File: config.mk
export PLATFORM = sky130hd
export DESIGN_NAME = iob_rom_rr_arbiter_flat
export DESIGN_NICKNAME = d
export VERILOG_FILES = /design/src/rtl/iob_rom_rr_arbiter_if.sv /design/src/rtl/iob_rom_rr_arbiter.sv /design/src/flat_wrapper.sv
export SDC_FILE = /design/constraint.sdc
export NUM_CORES = 1
export LEC_CHECK = 0
export CORE_AREA = 3 3 90 67
export DETAILED_ROUTE_END_ITERATION = 8
export DIE_AREA = 0 0 93 70
export PLACE_DENSITY_LB_ADDON = 0.05
export SLEW_MARGIN = 20
export SYNTH_ARGS = -nofsm -noshare
export SYNTH_HDL_FRONTEND = slang
export SYNTH_SLANG_ARGS = --single-unit
File: constraint.sdc
create_clock -name clk_i -period 2.15 [get_ports clk_i]
set_clock_uncertainty 0.1 [all_clocks]
set_input_delay 0.43 -clock clk_i [delete_from_list [all_inputs] [get_ports clk_i]]
set_output_delay 0.43 -clock clk_i [all_outputs]
set_load 0.05 [all_outputs]
File: src/rtl/iob_rom_rr_arbiter_if.sv
// Requester/ROM bundle for the round-robin ROM arbiter.
interface iob_rom_rr_arbiter_if #(
    parameter int N_REQ  = 4,
    parameter int DATA_W = 32,
    parameter int ADDR_W = 10
);
    logic [N_REQ-1:0]        req_i;
    logic [N_REQ*ADDR_W-1:0] addr_i;
    logic [N_REQ-1:0]        gnt_o;
    logic [N_REQ-1:0]        rvalid_o;
    logic [DATA_W-1:0]       r_data_o;
    logic                    rom_en_o;
    logic [ADDR_W-1:0]       rom_addr_o;
    logic [DATA_W-1:0]       rom_data_i;

    modport slave (
        input  req_i, addr_i, rom_data_i,
        output gnt_o, rvalid_o, r_data_o, rom_en_o, rom_addr_o
    );

    modport master (
        output req_i, addr_i, rom_data_i,
        input  gnt_o, rvalid_o, r_data_o, rom_en_o, rom_addr_o
    );
endinterface

File: src/rtl/iob_rom_rr_arbiter.sv
// Round-robin arbiter sharing one single-port synchronous ROM
// between N_REQ read requesters; data returns one cycle after grant.
module iob_rom_rr_arbiter #(
    parameter int N_REQ  = 4,
    parameter int DATA_W = 32,
    parameter int ADDR_W = 10
) (
    input logic                  clk_i,
    input logic                  arst_n_i,
    iob_rom_rr_arbiter_if.slave  bus
);
    localparam int PW = (N_REQ > 1) ? $clog2(N_REQ) : 1;

    logic [PW-1:0]     ptr;
    logic [PW-1:0]     ptr_nxt;
    logic [N_REQ-1:0]  req;
    logic [N_REQ-1:0]  gnt;
    logic [N_REQ-1:0]  rvalid_q;
    logic [ADDR_W-1:0] addr_sel;
    logic              hit;

    // Reset forces the grant side idle without waiting for a clock.
    assign req = bus.req_i & {N_REQ{arst_n_i}};

    always_comb begin
        gnt      = '0;
        hit      = 1'b0;
        addr_sel = '0;
        ptr_nxt  = ptr;
        for (int k = 0; k < N_REQ; k++) begin
            if (!hit && req[k] && k >= int'(ptr)) begin
                hit      = 1'b1;
                gnt[k]   = 1'b1;
                addr_sel = bus.addr_i[k*ADDR_W +: ADDR_W];
                ptr_nxt  = (k == N_REQ - 1) ? '0 : PW'(k + 1);
            end
        end
        // Second pass covers the wrapped part of the scan below ptr.
        for (int k = 0; k < N_REQ; k++) begin
            if (!hit && req[k] && k < int'(ptr)) begin
                hit      = 1'b1;
                gnt[k]   = 1'b1;
                addr_sel = bus.addr_i[k*ADDR_W +: ADDR_W];
                ptr_nxt  = (k == N_REQ - 1) ? '0 : PW'(k + 1);
            end
        end
    end

    always_ff @(posedge clk_i or negedge arst_n_i) begin
        if (!arst_n_i) begin
            ptr      <= '0;
            rvalid_q <= '0;
        end else begin
            rvalid_q <= gnt;
            if (hit) begin
                ptr <= ptr_nxt;
            end
        end
    end

    assign bus.gnt_o      = gnt;
    assign bus.rom_en_o   = hit;
    assign bus.rom_addr_o = addr_sel;
    assign bus.rvalid_o   = rvalid_q;
    assign bus.r_data_o   = bus.rom_data_i;
endmodule
File: src/flat_wrapper.sv
// flat-port wrapper written by rule: the top's interface ports become plain ports
module iob_rom_rr_arbiter_flat 
#(
    parameter int N_REQ  = 4,
    parameter int DATA_W = 32,
    parameter int ADDR_W = 10
)
  (clk_i, arst_n_i, bus_req_i, bus_addr_i, bus_rom_data_i, bus_gnt_o, bus_rvalid_o, bus_r_data_o, bus_rom_en_o, bus_rom_addr_o);
  iob_rom_rr_arbiter_if #(.N_REQ(N_REQ), .DATA_W(DATA_W), .ADDR_W(ADDR_W)) bus_i ();
  input logic clk_i;
  input logic arst_n_i;
  input wire logic [$bits(bus_i.req_i)-1:0] bus_req_i;
  input wire logic [$bits(bus_i.addr_i)-1:0] bus_addr_i;
  input wire logic [$bits(bus_i.rom_data_i)-1:0] bus_rom_data_i;
  output wire logic [$bits(bus_i.gnt_o)-1:0] bus_gnt_o;
  output wire logic [$bits(bus_i.rvalid_o)-1:0] bus_rvalid_o;
  output wire logic [$bits(bus_i.r_data_o)-1:0] bus_r_data_o;
  output wire logic [$bits(bus_i.rom_en_o)-1:0] bus_rom_en_o;
  output wire logic [$bits(bus_i.rom_addr_o)-1:0] bus_rom_addr_o;
  assign bus_i.req_i = bus_req_i;
  assign bus_i.addr_i = bus_addr_i;
  assign bus_i.rom_data_i = bus_rom_data_i;
  assign bus_gnt_o = bus_i.gnt_o;
  assign bus_rvalid_o = bus_i.rvalid_o;
  assign bus_r_data_o = bus_i.r_data_o;
  assign bus_rom_en_o = bus_i.rom_en_o;
  assign bus_rom_addr_o = bus_i.rom_addr_o;
  iob_rom_rr_arbiter #(.N_REQ(N_REQ), .DATA_W(DATA_W), .ADDR_W(ADDR_W)) u_core (.clk_i(clk_i), .arst_n_i(arst_n_i), .bus(bus_i));
endmodule
==> results of run 1 <==
## per-stage QoR
step	setup TNS, ns	instances	power, uW	setup slack, ns
after floorplan	-0.745	205	1550	-0.108
after global routing	-5.42	377	3000	-0.446
after global placement	-10.38	362	2320	-0.780
after CTS	-4.46	372	2700	-0.378
after detailed placement	-10.17	362	2340	-0.745
final	-4.82	377	2860	-0.399
## flip-flops by register name, indices dropped and copies added (netlist names)
| name | count |
|---|---|
| u_core.bus.rvalid_o | 4 |
| u_core.ptr | 2 |
## per-layer routing
metal,vias up,GRT usage (%),wire length (um)
li1,933,-,-
met1,911,27.9,3040
met2,82,32.1,3130
met3,40,3.66,513
met4,0,9.59,250
met5,-,0,0
## power by group through the flow
stage               Combinational [uW]  Clock (uW)  Sequential (uW)
CTS                               2320         185              189
global route                      2610         194              196
detailed placement                2150           0              188
floorplan                         1340           0              211
global placement                  2130           0              186
finish                            2490         183              193
## synth_stat cells, types with 2 or more instances
master,count,area share [%]
o22ai_1,3,1.2
a21oi_2,2,1.1
buf_6,4,2.9
a21oi_1,21,6.8
dfrtp_1,6,9.7
a22o_1,9,5.1
a2bb2oi_2,3,2.9
inv_2,2,0.49
mux2_4,3,2.9
nand3b_1,2,0.97
nand2b_1,9,3.6
nand2_1,12,2.9
buf_2,3,0.97
mux2_2,6,4.4
clkbuf_1,5,1.2
nor2_1,13,3.2
nor3_4,2,2.1
a211oi_1,9,4.4
o211ai_1,2,0.97
o21ai_1,12,3.9
o21ai_0,11,3.6
inv_1,4,0.97
buf_4,33,16
a2bb2oi_1,8,4.5
## worst max-delay path, delay by kind of cell (launching register included)
family	cells	cell delay [ns]
buf+inv	1	0.14
mux	1	0.33
flops	1	0.44
compound gates	2	0.30
simple gates	2	0.56
## kinds of logic after synthesis
family	after synthesis	synth area share, %
simple gates	48	18.9
flops	6	9.70
compound gates	90	41.0
buf+inv	51	22.6
xor+xnor	1	0.566
mux	9	7.28
## final timing paths
| path | to | start | slack, ns |
|---|---|---|---|
| setup / recovery | bus_rom_addr_o[2] | u_core.ptr[1] | -0.40 |
| hold / removal | u_core.bus.rvalid_o[0] | arst_n_i | 0.20 |
| setup reg to reg | u_core.ptr[0] | u_core.ptr[1] | 0.33 |
| hold reg to reg | u_core.ptr[1] | u_core.ptr[1] | 0.59 |
| max in group asynchronous | u_core.ptr[1] | arst_n_i | 1.61 |
| min in group clk_i | u_core.ptr[1] | u_core.ptr[1] | 0.59 |
## repair_timing
item	4_1_cts	5_1_grt
gates cloned	1	2
pin swaps	19	3
setup buffers	6	3
hold buffers	0	0
gates resized for setup	46	17
setup endpoints to repair	15	15
## final cells by class
cell class,instances,area [um^2]
fillers,467,2050
repair buffers,141,1470
multi-input cells,149,1350
flip-flops and latches,6,153
well taps,72,90.1
clock buffers,3,41.3
inverters,6,22.5
==> impl_results.html, run 1 <==
<table>
<tr><th>Metric</th><th>Value</th></tr>
<tr><th colspan="2">Run status</th></tr>
<tr><td>Run status</td><td>finished with violations</td></tr>
<tr><td>Failing checks</td><td>setup timing</td></tr>
<tr><th colspan="2">Clock network</th></tr>
<tr><td>Latest clock arrival within the worst-skew pair</td><td>0.24 ns</td></tr>
<tr><td>Clock transition time at the flip-flop clock pins of the worst setup and hold paths</td><td>0.04 ns</td></tr>
<tr><td>Count of clock tree sinks</td><td>6</td></tr>
<tr><td>CTS Root Buffer Type</td><td>clkbuf_8</td></tr>
<tr><td>H-tree levels</td><td>1</td></tr>
<tr><td>Inserted Clock Buffers</td><td>3</td></tr>
<tr><td>Buffer levels on the longest clock path</td><td>2</td></tr>
<tr><td>CTS tree</td><td>built</td></tr>
<tr><th colspan="2">Power and ir drop</th></tr>
<tr><td>Net switching component of the power</td><td>1300 uW</td></tr>
<tr><td>Switching Share</td><td>45.2%</td></tr>
<tr><td>Power share of the sequential group</td><td>6.7%</td></tr>
<tr><td>Largest voltage drop on the vdd net</td><td>approximately 0.47 mV</td></tr>
<tr><td>Leakage power</td><td>roughly 0.0013 uW</td></tr>
<tr><td>Internal power</td><td>1570 uW</td></tr>
<tr><td>Power density of the placed cells</td><td>916 mW/mm^2</td></tr>
<tr><td>Portion of total power attributed to combinational logic</td><td>86.9%</td></tr>
<tr><td>Fraction of power consumed by the clock network</td><td>6.4%</td></tr>
<tr><th colspan="2">Cells and area</th></tr>
<tr><td>Finished Cell Area</td><td>0.00313 mm^2</td></tr>
<tr><td>Area overhead of the layout relative to synthesis</td><td>102%</td></tr>
<tr><td>Highest-count cells in the layout ignoring fill and taps</td><td>59 x buf_4, 44 x clkdlybuf4s50_1, 21 x a21oi_1</td></tr>
<tr><td>Post-layout net count</td><td>approximately 390</td></tr>
<tr><td>Fraction of layout cells with a size suffix above 1</td><td>51.5%</td></tr>
<tr><td>Number of antenna repair diodes</td><td>0</td></tr>
<tr><td>Commonest non-fill, non-tap cell in the layout</td><td>buf_4</td></tr>
<tr><td>Fin util</td><td>approximately 60%</td></tr>
<tr><th colspan="2">Placed design</th></tr>
<tr><td>Cell area after placement</td><td>0.00278 mm^2</td></tr>
<tr><td>RePlAce Congestion</td><td>roughly 0.81</td></tr>
<tr><td>Count of buffers inserted at the top-level ports</td><td>64</td></tr>
<tr><td>Placed wire-length estimate after detailed placement</td><td>5140 um</td></tr>
<tr><th colspan="2">Floorplanning</th></tr>
<tr><td>Initial Util</td><td>29.9%</td></tr>
<tr><td>Die footprint</td><td>0.00651 mm^2</td></tr>
<tr><td>FP Rows</td><td>22</td></tr>
<tr><td>Vert. Die Dim</td><td>70 um</td></tr>
<tr><td>Number of ports placed on the die boundary</td><td>129</td></tr>
<tr><td>Placeable core region</td><td>0.00517 mm^2</td></tr>
<tr><td>Die Span X</td><td>93 um</td></tr>
<tr><th colspan="2">Timing</th></tr>
<tr><td>Ratio of final minimum period to clock period</td><td>119%</td></tr>
<tr><td>Setup repair after global routing missed its margin</td><td>yes</td></tr>
<tr><td>Highest Clock Rate</td><td>0.392 GHz</td></tr>
<tr><td>Number of endpoints failing setup at the final stage</td><td>15</td></tr>
<tr><td>Number of pins exceeding their max-slew limit in the final report</td><td>0</td></tr>
<tr><td>Post-route worst hold slack</td><td>0.204 ns</td></tr>
<tr><td>Min Tclk post-route</td><td>2.55 ns</td></tr>
<tr><td>Final worst-path setup slack</td><td>-0.399 ns</td></tr>
<tr><td>Hold violation total from the final report</td><td>0</td></tr>
<tr><td>Worst slew slack as a fraction of its limit</td><td>63.9%</td></tr>
<tr><td>Worst-Margin Slew</td><td>0.540 ns</td></tr>
<tr><th colspan="2">Job</th></tr>
<tr><td>Maximum capacitance violations</td><td>0</td></tr>
<tr><th colspan="2">Synthesis</th></tr>
<tr><td>Most used flip-flop cell after synthesis</td><td>dfrtp_1</td></tr>
<tr><td>Synthesized netlist net count</td><td>about 280</td></tr>
<tr><td>Number of enable-type register cells in the synthesized netlist</td><td>0</td></tr>
<tr><td>Synthesis-stage register bit count</td><td>6</td></tr>
<tr><td>Unique cell type count in the Yosys netlist</td><td>45</td></tr>
<tr><td>Number of cells produced by synthesis</td><td>205</td></tr>
<tr><td>Mean Syn Cell Area</td><td>7.55 um^2</td></tr>
<tr><td>Area of the mapped netlist</td><td>0.00155 mm^2</td></tr>
<tr><td>Sequential fraction of the synthesis area</td><td>slightly below 10%</td></tr>
<tr><td>Asr flop ratio synth</td><td>between 90% and 100%</td></tr>
<tr><td>Number of warnings printed during yosys synthesis</td><td>0</td></tr>
<tr><th colspan="2">Routing</th></tr>
<tr><td>Detailed-route DRC error count</td><td>0</td></tr>
<tr><td>Post-route antenna net violation count</td><td>0</td></tr>
<tr><td>Detailed Route WL</td><td>6930 um</td></tr>
<tr><td>Wire length per cell after detailed routing</td><td>18.4 um</td></tr>
<tr><td>Vias</td><td>1966</td></tr>
<tr><td>Violation count after the first detailed-route iteration</td><td>77</td></tr>
<tr><td>DR vias/cell</td><td>around 5.2</td></tr>
<tr><td>Number of search-and-repair iterations in the first detailed-routing pass</td><td>4</td></tr>
<tr><th colspan="2">Worst setup path</th></tr>
<tr><td>Crit path DAT</td><td>2.02 ns</td></tr>
<tr><td>Critical path fanouts, max</td><td>5</td></tr>
<tr><td>Kind of end point of the critical path</td><td>output pin</td></tr>
<tr><td>Required @ worst endpoint</td><td>1.62 ns</td></tr>
<tr><td>List of cells traversed by the critical path</td><td>or2_1 -&gt; o22ai_2 -&gt; and3_4 -&gt; mux2_4 -&gt; a2bb2oi_4 -&gt; buf_12</td></tr>
<tr><td>Startpoint type of the worst setup path</td><td>register</td></tr>
<tr><td>Kind of critical path</td><td>register to output pin</td></tr>
<tr><td>Worst reg-to-reg path cell count</td><td>8</td></tr>
<tr><td>Crit-path slowest cell</td><td>dfrtp_2</td></tr>
<tr><td>Worst stage delay on the critical path</td><td>around 0.44 ns</td></tr>
<tr><th colspan="2">Global route</th></tr>
<tr><td>Overall global routing resource usage</td><td>20.8%</td></tr>
<tr><td>Initial antenna violation count</td><td>0</td></tr>
<tr><td>Largest net degree at the start of global routing</td><td>21</td></tr>
<tr><td>First-pass GRT wire length</td><td>between 10000 and 15000 um</td></tr>
<tr><td>Overflow left after global routing</td><td>0</td></tr>
<tr><td>Number of global-route vias before repair</td><td>approximately 2100</td></tr>
<tr><th colspan="2">Worst hold path</th></tr>
<tr><td>Worst Hold Class</td><td>input pin to async pin</td></tr>
</table>
No activity file was read; power rests on OpenSTA's default activity.
==> inputs of run 2 (changes only) <==
Settings changed: GPL_ROUTABILITY_DRIVEN set to 0, PLACE_DENSITY set to 0.88, PLACE_DENSITY_LB_ADDON 0.05 to unset.
==> run 2 against run 1 <==
Flip-flop and latch count stayed put. Non-clock buffer count is 1 higher. First-iteration DRC count is 120% higher. Power is 4.9% higher. Global-route usage is 1.6 points higher. Register-to-register slack worse by 0.11 ns. The run still ends with setup timing left. Sequential share of layout area is 0.19 points lower.
==> impl_results.html, run 2 (synthesized netlist as in run 1, its figures left out) <==
<table>
<tr><th>Metric</th><th>Value</th></tr>
<tr><th colspan="2">Run status</th></tr>
<tr><td>Run status</td><td>finished with violations</td></tr>
<tr><td>Failing checks</td><td>setup timing</td></tr>
<tr><th colspan="2">Routing</th></tr>
<tr><td>Post-route antenna net violation count</td><td>0 (unchanged)</td></tr>
<tr><td>DR vias/cell</td><td>5.60 (+7.3%)</td></tr>
<tr><td>Detailed-route DRC error count</td><td>0 (unchanged)</td></tr>
<tr><td>Vias</td><td>2115 (+7.6%)</td></tr>
<tr><td>Number of search-and-repair iterations in the first detailed-routing pass</td><td>4 (unchanged)</td></tr>
<tr><td>Violation count after the first detailed-route iteration</td><td>173 (+120%)</td></tr>
<tr><td>Detailed Route WL</td><td>7510 um (+8.4%)</td></tr>
<tr><td>Wire length per cell after detailed routing</td><td>19.9 um (+8.1%)</td></tr>
<tr><th colspan="2">Timing</th></tr>
<tr><td>Setup repair after global routing missed its margin</td><td>yes</td></tr>
<tr><td>Hold violation total from the final report</td><td>0 (unchanged)</td></tr>
<tr><td>Worst slew slack as a fraction of its limit</td><td>64.7% (+0.87 points)</td></tr>
<tr><td>Number of endpoints failing setup at the final stage</td><td>15 (unchanged)</td></tr>
<tr><td>Highest Clock Rate</td><td>0.382 GHz (-2.7%)</td></tr>
<tr><td>Final worst-path setup slack</td><td>-0.470 ns (-0.0706 ns)</td></tr>
<tr><td>Worst-Margin Slew</td><td>0.527 ns (-0.0129 ns)</td></tr>
<tr><td>Number of pins exceeding their max-slew limit in the final report</td><td>0 (unchanged)</td></tr>
<tr><td>Min Tclk post-route</td><td>2.62 ns (+0.0706 ns)</td></tr>
<tr><td>Ratio of final minimum period to clock period</td><td>122% (+3.3 points)</td></tr>
<tr><th colspan="2">Worst hold path</th></tr>
<tr><td>Worst Hold Class</td><td>input pin to async pin</td></tr>
<tr><th colspan="2">Power and ir drop</th></tr>
<tr><td>Power density of the placed cells</td><td>922 mW/mm^2 (+0.75%)</td></tr>
<tr><td>Leakage power</td><td>0.00133 uW (+1.6%)</td></tr>
<tr><td>Overall power</td><td>3000 uW (+4.9%)</td></tr>
<tr><td>Largest voltage drop on the vdd net</td><td>0.643 mV (+37%)</td></tr>
<tr><th colspan="2">Clock network</th></tr>
<tr><td>CTS Root Buffer Type</td><td>clkbuf_8</td></tr>
<tr><td>Inserted Clock Buffers</td><td>3 (unchanged)</td></tr>
<tr><td>Count of clock tree sinks</td><td>6 (unchanged)</td></tr>
<tr><td>Buffer levels on the longest clock path</td><td>2 (unchanged)</td></tr>
<tr><td>Clock transition time at the flip-flop clock pins of the worst setup and hold paths</td><td>0.04 ns (about the same)</td></tr>
<tr><td>Number of hold-repair buffers added at the cts stage</td><td>0 (unchanged)</td></tr>
<tr><td>CTS tree</td><td>built</td></tr>
<tr><td>Latest clock arrival within the worst-skew pair</td><td>0.22 ns (-0.02 ns)</td></tr>
<tr><td>H-tree levels</td><td>1 (unchanged)</td></tr>
<tr><th colspan="2">Worst setup path</th></tr>
<tr><td>Crit path DAT</td><td>2.09 ns (+0.07 ns)</td></tr>
<tr><td>Critical path fanouts, max</td><td>4 (-1)</td></tr>
<tr><td>Required @ worst endpoint</td><td>1.62 ns (about the same)</td></tr>
<tr><td>List of cells traversed by the critical path</td><td>or2_1 -&gt; o22ai_2 -&gt; and3_4 -&gt; buf_12 -&gt; mux2_4 -&gt; a2bb2oi_4 -&gt; buf_12</td></tr>
<tr><td>Kind of end point of the critical path</td><td>output pin</td></tr>
<tr><td>Worst stage delay on the critical path</td><td>0.44 ns (about the same)</td></tr>
<tr><td>Crit-path slowest cell</td><td>dfrtp_2</td></tr>
<tr><td>Startpoint type of the worst setup path</td><td>register</td></tr>
<tr><td>CP most frequent cell</td><td>buf_12</td></tr>
<tr><td>Kind of critical path</td><td>register to output pin</td></tr>
<tr><th colspan="2">Cells and area</th></tr>
<tr><td>Post-layout net count</td><td>386 (+0.26%)</td></tr>
<tr><td>Highest-count cells in the layout ignoring fill and taps</td><td>58 x buf_4, 44 x clkdlybuf4s50_1, 19 x buf_12</td></tr>
<tr><td>Flip-flop count of the largest register after layout</td><td>4 (unchanged)</td></tr>
<tr><td>Finished Cell Area</td><td>0.00326 mm^2 (+4.1%)</td></tr>
<tr><td>Number of antenna repair diodes</td><td>0 (unchanged)</td></tr>
<tr><td>Commonest non-fill, non-tap cell in the layout</td><td>buf_4</td></tr>
<tr><td>Fraction of layout cells with a size suffix above 1</td><td>53.6% (+2.1 points)</td></tr>
<tr><td>Area overhead of the layout relative to synthesis</td><td>110%</td></tr>
<tr><th colspan="2">Floorplanning</th></tr>
<tr><td>Vert. Die Dim</td><td>70 um (unchanged)</td></tr>
<tr><td>Die footprint</td><td>0.00651 mm^2 (unchanged)</td></tr>
<tr><td>Placeable core region</td><td>0.00517 mm^2 (unchanged)</td></tr>
<tr><td>FP Rows</td><td>22 (unchanged)</td></tr>
<tr><td>Initial Util</td><td>29.9% (unchanged)</td></tr>
<tr><td>Die Span X</td><td>93 um (unchanged)</td></tr>
<tr><td>Number of ports placed on the die boundary</td><td>129 (unchanged)</td></tr>
<tr><th colspan="2">Global route</th></tr>
<tr><td>Overflow left after global routing</td><td>0 (unchanged)</td></tr>
<tr><td>Initial antenna violation count</td><td>0 (unchanged)</td></tr>
<tr><td>First-pass GRT wire length</td><td>11700 um (+9.1%)</td></tr>
<tr><td>Overall global routing resource usage</td><td>22.4% (+1.6 points)</td></tr>
<tr><td>Number of global-route vias before repair</td><td>2322 (+12%)</td></tr>
<tr><td>Largest net degree at the start of global routing</td><td>13 (-38%)</td></tr>
<tr><th colspan="2">Placed design</th></tr>
<tr><td>Count of buffers inserted at the top-level ports</td><td>64 (unchanged)</td></tr>
<tr><td>Placed wire-length estimate after detailed placement</td><td>4780 um (-6.9%)</td></tr>
<tr><td>Cell area after placement</td><td>0.00275 mm^2 (-1.1%)</td></tr>
<tr><th colspan="2">Job</th></tr>
<tr><td>Maximum capacitance violations</td><td>0 (unchanged)</td></tr>
</table>
[run 2: worst paths after layout]
kind | start | to | slack, ns | cells after the start
worst max-delay path | u_core.ptr[1] | bus_rom_addr_o[1] | -0.47 | 7
worst min register to register | u_core.ptr[1] | u_core.ptr[1] | 0.63 | 2
worst max register to register | u_core.ptr[1] | u_core.ptr[0] | 0.22 | 9
max in group asynchronous | arst_n_i | u_core.bus.rvalid_o[3] | 1.34 | 4
worst min-delay path | arst_n_i | u_core.ptr[0] | 0.39 | 3
min in group clk_i | u_core.ptr[1] | u_core.ptr[1] | 0.63 | 2
[run 2: timing repair]
action | 4_1_cts | 5_1_grt
gates cloned | 4 | 0
setup endpoints to repair | 16 | 15
pin swaps | 24 | 13
buffers inserted | 8 | 6
resized for setup | 68 | 17
[run 2: layout make-up]
type	count	area, um^2
multi-input combinational	149	1460
tap	72	90.1
inverter	6	32.5
fill	408	1920
sequential	6	153
clock buffer	3	41.3
timing repair buffer	142	1490
[run 2: critical path, delay by kind of cell, from the launching register on]
family,cells,cell delay (ns)
AND/OR/NAND/NOR,2,0.52
flip-flops,1,0.44
AO/OA/AOI/OAI,2,0.34
multiplexers,1,0.31
buffers and inverters,2,0.25
[run 2: metrics by stage]
stage	cells	hold WS (ns)	util [%]	setup TNS (ns)	setup WS [ns]
after detailed placement	358	0.626	53.1	-10.54	-0.749
after CTS	373	0.362	60.9	-4.31	-0.400
after global routing	378	0.396	62.9	-5.63	-0.490
after global placement	358	0.612	53.1	-9.82	-0.699
final	378	0.387	62.9	-5.17	-0.470
after floorplan	205	0.0344	-	-0.745	-0.108
[run 2: metal layers]
layer | GRT usage (%) | share of wire [%] | up-vias
met5 | 0 | 0 | -
met4 | 7.48 | 2.9 | 0
met2 | 37.5 | 48 | 134
met1 | 27.7 | 39 | 1015
li1 | - | - | 937
met3 | 5.92 | 10 | 29
[run 2: power breakdown]
part	internal (uW)	total, uW	switching (uW)	leakage [uW]
registers	149	199	49.9	0.0000757
clock network	120	168	47.8	0.0000216
logic	1340	2640	1290	0.00123
total	1610	3000	1390	0.00133
